File: src/rtl/parity_pkg.sv
// Shared definitions for the parity generator: mode encodings and idle level.
package parity_pkg;

  typedef enum logic [1:0] {
    PARITY_NONE     = 2'b00,
    PARITY_ODD      = 2'b01,
    PARITY_EVEN     = 2'b10,
    PARITY_NONE_ALT = 2'b11
  } parity_mode_e;

  // Line mark level: driven in reset and in the no-parity modes.
  localparam logic PARITY_IDLE = 1'b1;

endpackage

File: src/rtl/parity_xor_reduce.sv
// Balanced XOR-reduction tree over a DATA_WIDTH-bit word (purely combinational).
module xor_reduce #(
  parameter int unsigned DATA_WIDTH = 8
) (
  input  logic [DATA_WIDTH-1:0] i_data,
  output logic                  o_x
);

  localparam int unsigned LEVELS = $clog2(DATA_WIDTH);
  localparam int unsigned LEAVES = 1 << LEVELS;

  // Pad to a power of two with zeros so every tree level halves cleanly.
  logic [LEAVES-1:0] w_leaf;

  always_comb begin
    w_leaf                 = '0;
    w_leaf[DATA_WIDTH-1:0] = i_data;
  end

  if (LEVELS == 0) begin : g_single
    assign o_x = w_leaf[0];
  end else begin : g_tree
    for (genvar l = 0; l < LEVELS; l++) begin : g_lvl
      localparam int unsigned NODES = LEAVES >> (l + 1);
      logic [NODES-1:0] w_v;
      for (genvar k = 0; k < NODES; k++) begin : g_node
        if (l == 0) begin : g_first
          assign w_v[k] = w_leaf[2*k] ^ w_leaf[2*k+1];
        end else begin : g_next
          assign w_v[k] = g_lvl[l-1].w_v[2*k] ^ g_lvl[l-1].w_v[2*k+1];
        end
      end
    end
    assign o_x = g_lvl[LEVELS-1].w_v[0];
  end

endmodule

File: src/rtl/parity.sv
// Registered parity generator: odd, even or no-parity (mark) per ParityType.
module parity
  import parity_pkg::*;
#(
  parameter int unsigned DATA_WIDTH = 8
) (
  input  logic                  Clock,
  input  logic                  Reset,
  input  logic [DATA_WIDTH-1:0] RegIn,
  input  logic [1:0]            ParityType,
  output logic                  ParityOut
);

  logic w_x;
  logic w_parity;
  logic r_parity;

  xor_reduce #(
    .DATA_WIDTH(DATA_WIDTH)
  ) u_xor_reduce (
    .i_data(RegIn),
    .o_x   (w_x)
  );

  always_comb begin
    w_parity = PARITY_IDLE;
    case (parity_mode_e'(ParityType))
      PARITY_ODD:      w_parity = ~w_x;
      PARITY_EVEN:     w_parity = w_x;
      PARITY_NONE:     w_parity = PARITY_IDLE;
      PARITY_NONE_ALT: w_parity = PARITY_IDLE;
      default:         w_parity = PARITY_IDLE;
    endcase
  end

  always_ff @(posedge Clock) begin
    if (Reset) begin
      r_parity <= PARITY_IDLE;
    end else begin
      r_parity <= w_parity;
    end
  end

  assign ParityOut = r_parity;

endmodule

File: config.mk
export PLATFORM = sky130hd
export DESIGN_NAME = parity
export DESIGN_NICKNAME = d
export VERILOG_FILES = /design/src/rtl/parity_pkg.sv /design/src/rtl/parity_xor_reduce.sv /design/src/rtl/parity.sv
export SDC_FILE = /design/constraint.sdc
export NUM_CORES = 1
export LEC_CHECK = 0
export ABC_AREA = 0
export CAP_MARGIN = 40
export CORE_AREA = 2 2 39 41
export CTS_CLUSTER_SIZE = 40
export DETAILED_ROUTE_END_ITERATION = 6
export DIE_AREA = 0 0 41 43
export PLACE_DENSITY_LB_ADDON = 0.12
export SLEW_MARGIN = 40
export SYNTH_ARGS = -nofsm -noshare
export SYNTH_HDL_FRONTEND = slang
export SYNTH_SLANG_ARGS = --single-unit
File: constraint.sdc
create_clock -name Clock -period 2.4 [get_ports Clock]
set_input_delay 0.48 -clock Clock [delete_from_list [all_inputs] [get_ports Clock]]
set_output_delay 0.48 -clock Clock [all_outputs]
set_load 0.005 [all_outputs]
# Word-level counts from Yosys, hierarchy flattened
# Index checks and enable logic that the tools add are counted.
[word_totals]
register_bits = 1
input_bits = 12
out_inout_bits = 1
elab_cells = 15
[op_classes]
eq_ne = 3
n_mux = 1
bitwise_logic = 8
reduce_logical = 2
[ops]
columns = ["cell", "count"]
rows = [
  ["1-bit XOR", 7],
  ["2-bit equality test (second input constant)", 2],
  ["1-bit one-hot mux with 3 select lines", 1],
  ["2-bit by 1-bit equality test with 1-bit output (second input constant)", 1],
  ["2-bit logical NOT", 1],
  ["2-bit OR reduction", 1],
  ["1-bit inverter", 1],
]

# Depth between registers and ports, before layout
# Gate-level depths: netlist of the first run.
[logic_depth]
ltp_word = 5
mapped_depth = 5

# Hierarchy
# Synthesis of the first run repeated with hierarchy kept, for this count alone.
[hier_totals]
cells_unflattened = 15
hier_area_um2 = 133.9
[by_module_without_submodules]
columns = ["module", "n_inst", "cells_each", "area_per_inst_um2"]
rows = [
  ["parity", 1, 8, 72.6],
  ["xor_reduce", 1, 7, 61.3],
]

# Worst setup path after synthesis of the first run
# OpenSTA, ideal clock, no wires.
[synth_path]
kind = "input-to-reg"
start = "input RegIn[1]"
end = "register r_parity, in the netlist ParityOut"
t_arrival_ns = 1.329
slack_ns = 0.938
stages = 5
path_buffers = 0
cell_sequence = "xor2_1 > xnor2_1 > xnor2_1 > a2111oi_1 > a31oi_1"
[synth_via]
elab_chain_cells = 5
[synth_lines]
columns = ["item", "line", "source"]
rows = [
  ["start, declared", "parity.sv:9", "input logic [DATA_WIDTH-1:0] RegIn,"],
  ["1-bit XOR (*)", "parity_xor_reduce.sv:28", "assign w_v[k] = w_leaf[2*k] ^ w_leaf[2*k+1];"],
  ["1-bit XOR (*) (2 in a row)", "parity_xor_reduce.sv:30", "assign w_v[k] = g_lvl[l-1].w_v[2*k] ^ g_lvl[l-1].w_v[2*k+1];"],
  ["1-bit inverter", "parity.sv:28", "PARITY_ODD: w_parity = ~w_x;"],
  ["1-bit one-hot mux with 3 select lines (*)", "parity.sv:27", "case (parity_mode_e'(ParityType))"],
  ["end signal, assigned", "parity.sv:40", "r_parity <= w_parity;"],
  ["end, declared", "parity.sv:16", "logic r_parity;"],
]
# Mark *: on every way between the ends. The rest lies on a longest branch, timed or not.
# A chain may end at the register's enable or synchronous reset.

# Worst setup path in the final report of the first run
[layout_path]
start = "input RegIn[0]"
end = "register r_parity, in the netlist ParityOut"
# The elaborated chain is that of the path after synthesis.

==> metrics.md, run 1 <==
| Metric | Value |
|---|---|
| Rows | `14` |
| Pwr Density | `between 200 and 300 nW/um^2` |
| Via count | `between 100 and 150` |
| Initial DRC Count | `0` |
| Clock network power share | `0` |
| Gpl congestion | `approximately 0.58` |
| Yosys warns | `0` |
| Slew margin rel. | `0.7590` |
| Grt ovf | `0` |
| Share of layout cells above drive strength 1 | `0` |
| Final min period | `approximately 2.0 ns` |
| Final setup viols | `0` |
| Postcts setup bufs | `0` |
| Final nets | `between 40 and 50` |
| # DRC | `0` |
| Run status | `complete, no violations` |
| Final hold viol count | `0` |
| Boundary pin count | `13` |
| Wire per inst | `about 6 um` |
| Lkg Pwr | `about 0.11 nW` |
| WHS Path Cells | `3` |
| Synth Net Count | `29` |
| Via density | `between 3 and 4` |
| Sw frac | `0.2529` |
| Path type of the worst setup path | `in2reg` |
| Tcrit/Tclk final | `0.8419` |
| FF+latch count, synth | `1` |
| Global-route wire length before repair | `roughly 450 um` |
| Post-synth top area cell | `xnor2_1` |
| Max reg flops | `1` |
| Avg Synthesized Cell Area | `between 8 and 9 sq um` |
| Placeable Area | `about 1400 sq um` |
| Worst hold path type | `in2reg` |
| Least-Margin Pin Slew | `0.3606 ns` |
| Largest cells by area after synthesis | `xnor2_1 (39%), ha_1 (19%), dfxtp_1 (15%)` |
| Design internal power | `about 0.054 mW` |
| Ant diodes | `0` |
| Vias in the first global route | `~140` |
| Total die area | `around 1800 sq um` |
| Seq/Total Area, Yosys | `0.1495` |
| MaxCap Viol Count | `0` |
| PostCTS Resize Cnt | `0` |
| GRT Resource Usage Total | `0.03397` |
| Unrepaired setup endpoints after global routing | `no` |
| Top cell type's share of synthesized area | `0.3925` |
| Crit-path max FO | `2` |
| Reg clk slew, reported paths | `0 ns` |
| Final TNS setup | `0 ns` |
| Wirelength, routed | `~260 um` |
| Drt first pass iters | `1` |
| Number of hold buffers added after CTS | `0` |
| Die width | `41 um` |
| Fill count | `between 100 and 150` |
| Sequential Power Share | `0.274` |
| Max-slew violation count | `0` |
| Worst EP arrival | `roughly 1.9 ns` |
| Syn Inst Count | `15` |
| Maximum VDD drop | `between 0.07 and 0.08 mV` |
| Syn Std Cell Area | `about 130 sq um` |
| Combinational Power Share | `0.726` |
| Synth unique cells | `7` |
| Antenna violations before repair | `0` |
| WHS | `approximately 1.1 ns` |
| CP Data Required Time | `~2.3 ns` |
| Achievable frequency | `494.9 MHz` |
| Area delta synth->final | `104.7%` |
| Die Ht | `~43 um` |
| Critical path startpoint category | `input pin` |
| Largest net degree at the start of global routing | `3` |
| Worst Setup End Kind | `flip-flop` |
| Psw | `about 0.018 mW` |
| Initial Utilization | `0.09674` |
| Antenna viol nets, final | `0` |
| Port bufs | `12` |
[cell type report]
cell class	instances	area, sq um	area share
timing repair buffer	12	120.1	0.4384
tap	16	20.02	0.07306
inverter	3	11.26	0.04110
multi-input combinational	11	102.6	0.3744
sequential	1	20.02	0.07306
[layer usage]
layer,global-route usage,vias up,share of wire
met5,0,-,0
met4,0,0,0
met3,0.005236,0,0.27
met2,0.06875,13,0.42
met1,0.03481,64,0.31
li1,-,72,-
[per-stage QoR]
stage	setup slack [ns]	power [mW]	instances	utilization	instance area, sq um
6_report	0.3795	0.07270	43	0.1980	274.0
5_1_grt	0.2019	0.07947	43	0.1980	274.0
4_1_cts	0.3971	0.07342	43	0.1980	274.0
3_5_place_dp	0.4038	0.07297	43	0.1980	274.0
3_3_place_gp	0.4232	0.07172	43	0.1980	274.0
2_1_floorplan	0.9379	0.04557	15	-	133.9
[worst paths after layout]
kind,slack [ns],startpoint,end
worst max-delay path,0.38,RegIn[0],ParityOut
worst min-delay path,1.09,Reset,ParityOut
[power by group through the flow]
| stage | Clock (mW) | Combinational (mW) | Sequential (mW) |
|---|---|---|---|
| after floorplan | 0 | 0.0252 | 0.0204 |
| after global placement | 0 | 0.0517 | 0.0200 |
| after detailed placement | 0 | 0.0530 | 0.0199 |
| after CTS | 0 | 0.0535 | 0.0199 |
| after global routing | 0 | 0.0593 | 0.0201 |
| final | 0 | 0.0528 | 0.0199 |
[Yosys cell counts]
| cell type | n |
|---|---|
| xnor2_1 | 6 |
| dfxtp_1 | 1 |
| a31oi_1 | 1 |
| inv_1 | 3 |
| a2111oi_1 | 1 |
| xor2_1 | 1 |
| ha_1 | 2 |
[cells in the final DEF (no fill, tap or decap)]
cell type	instances
xnor2_1	6
ha_1	2
clkdlybuf4s50_1	12
inv_1	3
a31oi_1	1
a2111oi_1	1
xor2_1	1
dfxtp_1	1
[worst max-delay path, stage by stage]
cell and delay [ns]:
clkdlybuf4s50_1 0.47, xor2_1 0.17, xnor2_1 0.15, xnor2_1 0.12, a2111oi_1 0.43, a31oi_1 0.06
[cells by family after synthesis]
logic type,count (synthesis),share of synthesized area
xor gates and xnor gates,7,0.4580
DFF,1,0.1495
AOI/OAI and AO/OA,2,0.1215
adders and majority gates,2,0.1869
buffers and inverters,3,0.08411
Power figures use the tool's default switching activity.
==> inputs of run 2 (changes only) <==
==> constraint.sdc (replaced) <==
create_clock -name Clock -period 1.7 [get_ports Clock]
set_input_delay 0.34 -clock Clock [delete_from_list [all_inputs] [get_ports Clock]]
set_output_delay 0.34 -clock Clock [all_outputs]
set_load 0.005 [all_outputs]
==> run 2 against run 1 <==
Via count decreased by 2.0%. Die area unchanged. Sequential power increased by 41%. Final area increased by 12%. Sequential cell count unchanged. Critical endpoint unchanged. Total power increased by 74%.
==> metrics.md, run 2 (synthesis results as in run 1) <==
| Metric | Value |
|---|---|
| GRT Resource Usage Total | `0.03504 (+0.001069)` |
| Hold Path End | `ParityOut` |
| Max-slew violation count | `0 (unchanged)` |
| Least-Margin Pin Slew | `0.2549 ns (-0.1057 ns)` |
| Slew margin rel. | `0.8289 (+0.06986)` |
| Final nets | `43 (unchanged)` |
| Grt ovf | `0 (unchanged)` |
| Wire per inst | `7.186 um (+18%)` |
| Final TNS setup | `0 ns (unchanged)` |
| Path type of the worst setup path | `in2reg` |
| Total die area | `1763 sq um (unchanged)` |
| Wirelength, routed | `309 um (+18%)` |
| Area delta synth->final | `129.0%` |
| Final min period | `1.589 ns` |
| Critical path startpoint category | `input pin` |
| Run status | `complete, no violations` |
| Max reg flops | `1 (unchanged)` |
| Multi-input logic area | `150.1 sq um (+46%)` |
| Initial Utilization | `0.09674 (unchanged)` |
| Worst-path cell chain | `clkdlybuf4s50_1, inv_1, ha_1, a2111oi_4, a31oi_1` |
| Crit-path max FO | `2 (unchanged)` |
| Die Ht | `43 um (unchanged)` |
| Global-route wire length before repair | `469 um (+4.7%)` |
| Crit path largest cell delay | `0.49 ns (+0.02 ns)` |
| Rows | `14 (unchanged)` |
| Die width | `41 um (unchanged)` |
| Via density | `3.395 (-2.0%)` |
| Fill count | `148 (+3.5%)` |
| Via count | `146 (-2.0%)` |
| Tcrit/Tclk final | `0.9346` |
| Most frequent cells in the layout | `clkdlybuf4s15_1 (5), xnor2_2 (4), clkdlybuf4s50_1 (4)` |
| WHS Path Cells | `5 (+2)` |
| Vias in the first global route | `134 (-3.6%)` |
| Area after DPL | `274.0 sq um (unchanged)` |
| CP startpoint | `ParityType[0]` |
| Pwr Density | `412.0 nW/um^2 (+55%)` |
| Placeable Area | `1384 sq um (unchanged)` |
| Postcts setup bufs | `0 (unchanged)` |
| Antenna viol nets, final | `0 (unchanged)` |
| Share of layout cells above drive strength 1 | `0.2963 (+0.2963)` |
| Port bufs | `12 (unchanged)` |
| Lkg Pwr | `0.1339 nW (+27%)` |
| Worst Setup End Kind | `flip-flop` |
| MaxCap Viol Count | `0 (unchanged)` |
| Final hold viol count | `0 (unchanged)` |
| Initial DRC Count | `0 (unchanged)` |
| Critical-path top delay cell | `clkdlybuf4s50_1` |
| Gpl congestion | `0.5854 (+0.79%)` |
| Maximum VDD drop | `0.1284 mV (+79%)` |
| Worst hold path type | `in2reg` |
| Register Area | `20.02 sq um (unchanged)` |
| Boundary pin count | `13 (unchanged)` |
| Post-DP HPWL | `about 270 um` |
| # DRC | `0 (unchanged)` |
| Post-route cell area | `306.5 sq um (+12%)` |
| Final setup viols | `0 (unchanged)` |
| WHS | `1.023 ns (-0.07144 ns)` |
| Most common library cell in the layout ignoring fill and taps | `clkdlybuf4s15_1` |
| Antenna violations before repair | `0 (unchanged)` |
| Ant diodes | `0 (unchanged)` |
| Fin util | `0.2215 (+0.02351)` |
| Power Total | `0.1263 mW (+74%)` |
| Worst EP arrival | `1.46 ns (-0.42 ns)` |
| Reg clk slew, reported paths | `0 ns (unchanged)` |
| Achievable frequency | `629.4 MHz` |
| Largest net degree at the start of global routing | `3 (unchanged)` |
| Hold path startpoint | `RegIn[0]` |
| CP Data Required Time | `1.57 ns (-0.69 ns)` |
| Drt first pass iters | `1 (unchanged)` |
==> run 2: changes by cell type in the layout (fill, tap and decap cells not counted), sizes merged <==
cell	previous run	this run
clkbuf	0	3
clkdlybuf4s15	0	5
clkdlybuf4s50	12	4
==> run 2: cell type report <==
type                            count  share of cell area
Inverter                            3             0.03673
Sequential cell                     1             0.06531
Tap cell                           16             0.06531
Multi-Input combinational cell     11              0.4898
Timing Repair Buffer               12              0.3429
==> run 2: through the flow <==
step | setup slack (ns) | cells
floorplan | 0.3779 | 15
global placement | -0.1391 | 43
detailed placement | -0.1554 | 43
CTS | 0.01948 | 43
global route | -0.008628 | 43
finish | 0.1111 | 43
==> run 2: metal layers <==
layer / global-route usage / share of wire / vias up
met5: 0 / 0 / -
met4: 0 / 0 / 0
met3: 0.005236 / 0.23 / 0
met2: 0.06563 / 0.50 / 13
met1: 0.04140 / 0.26 / 61
li1: - / - / 72
==> run 2: worst max-delay path by stage <==
stage                end  slack, ns  depth (start not counted)
6_report       ParityOut       0.11                          5
5_1_grt        ParityOut     -0.009                          6
4_1_cts        ParityOut       0.02                          5
3_5_place_dp   ParityOut      -0.16                          6
3_3_place_gp   ParityOut      -0.14                          6
2_1_floorplan  ParityOut       0.38                          5
==> run 2: timing repair <==
action / CTS / global route
gates cloned: 0 / 0
pin swaps: 7 / 8
gates resized for setup: 9 / 16
endpoints found under the setup margin: 1 / 1
hold endpoints to repair: 0 / 0
hold buffers: 0 / 0
==> run 2: where the power goes <==
group          internal (mW)  switching, mW  total (mW)
clock                      0              0           0
sequential            0.0274       0.000637      0.0280
combinational         0.0582         0.0401      0.0983
==> run 2: critical path, delay by kind of cell <==
family / cells / cell delay (ns)
AOI/OAI and AO/OA: 2 / 0.25
adders and majority gates: 1 / 0.32
buffers and inverters: 2 / 0.54
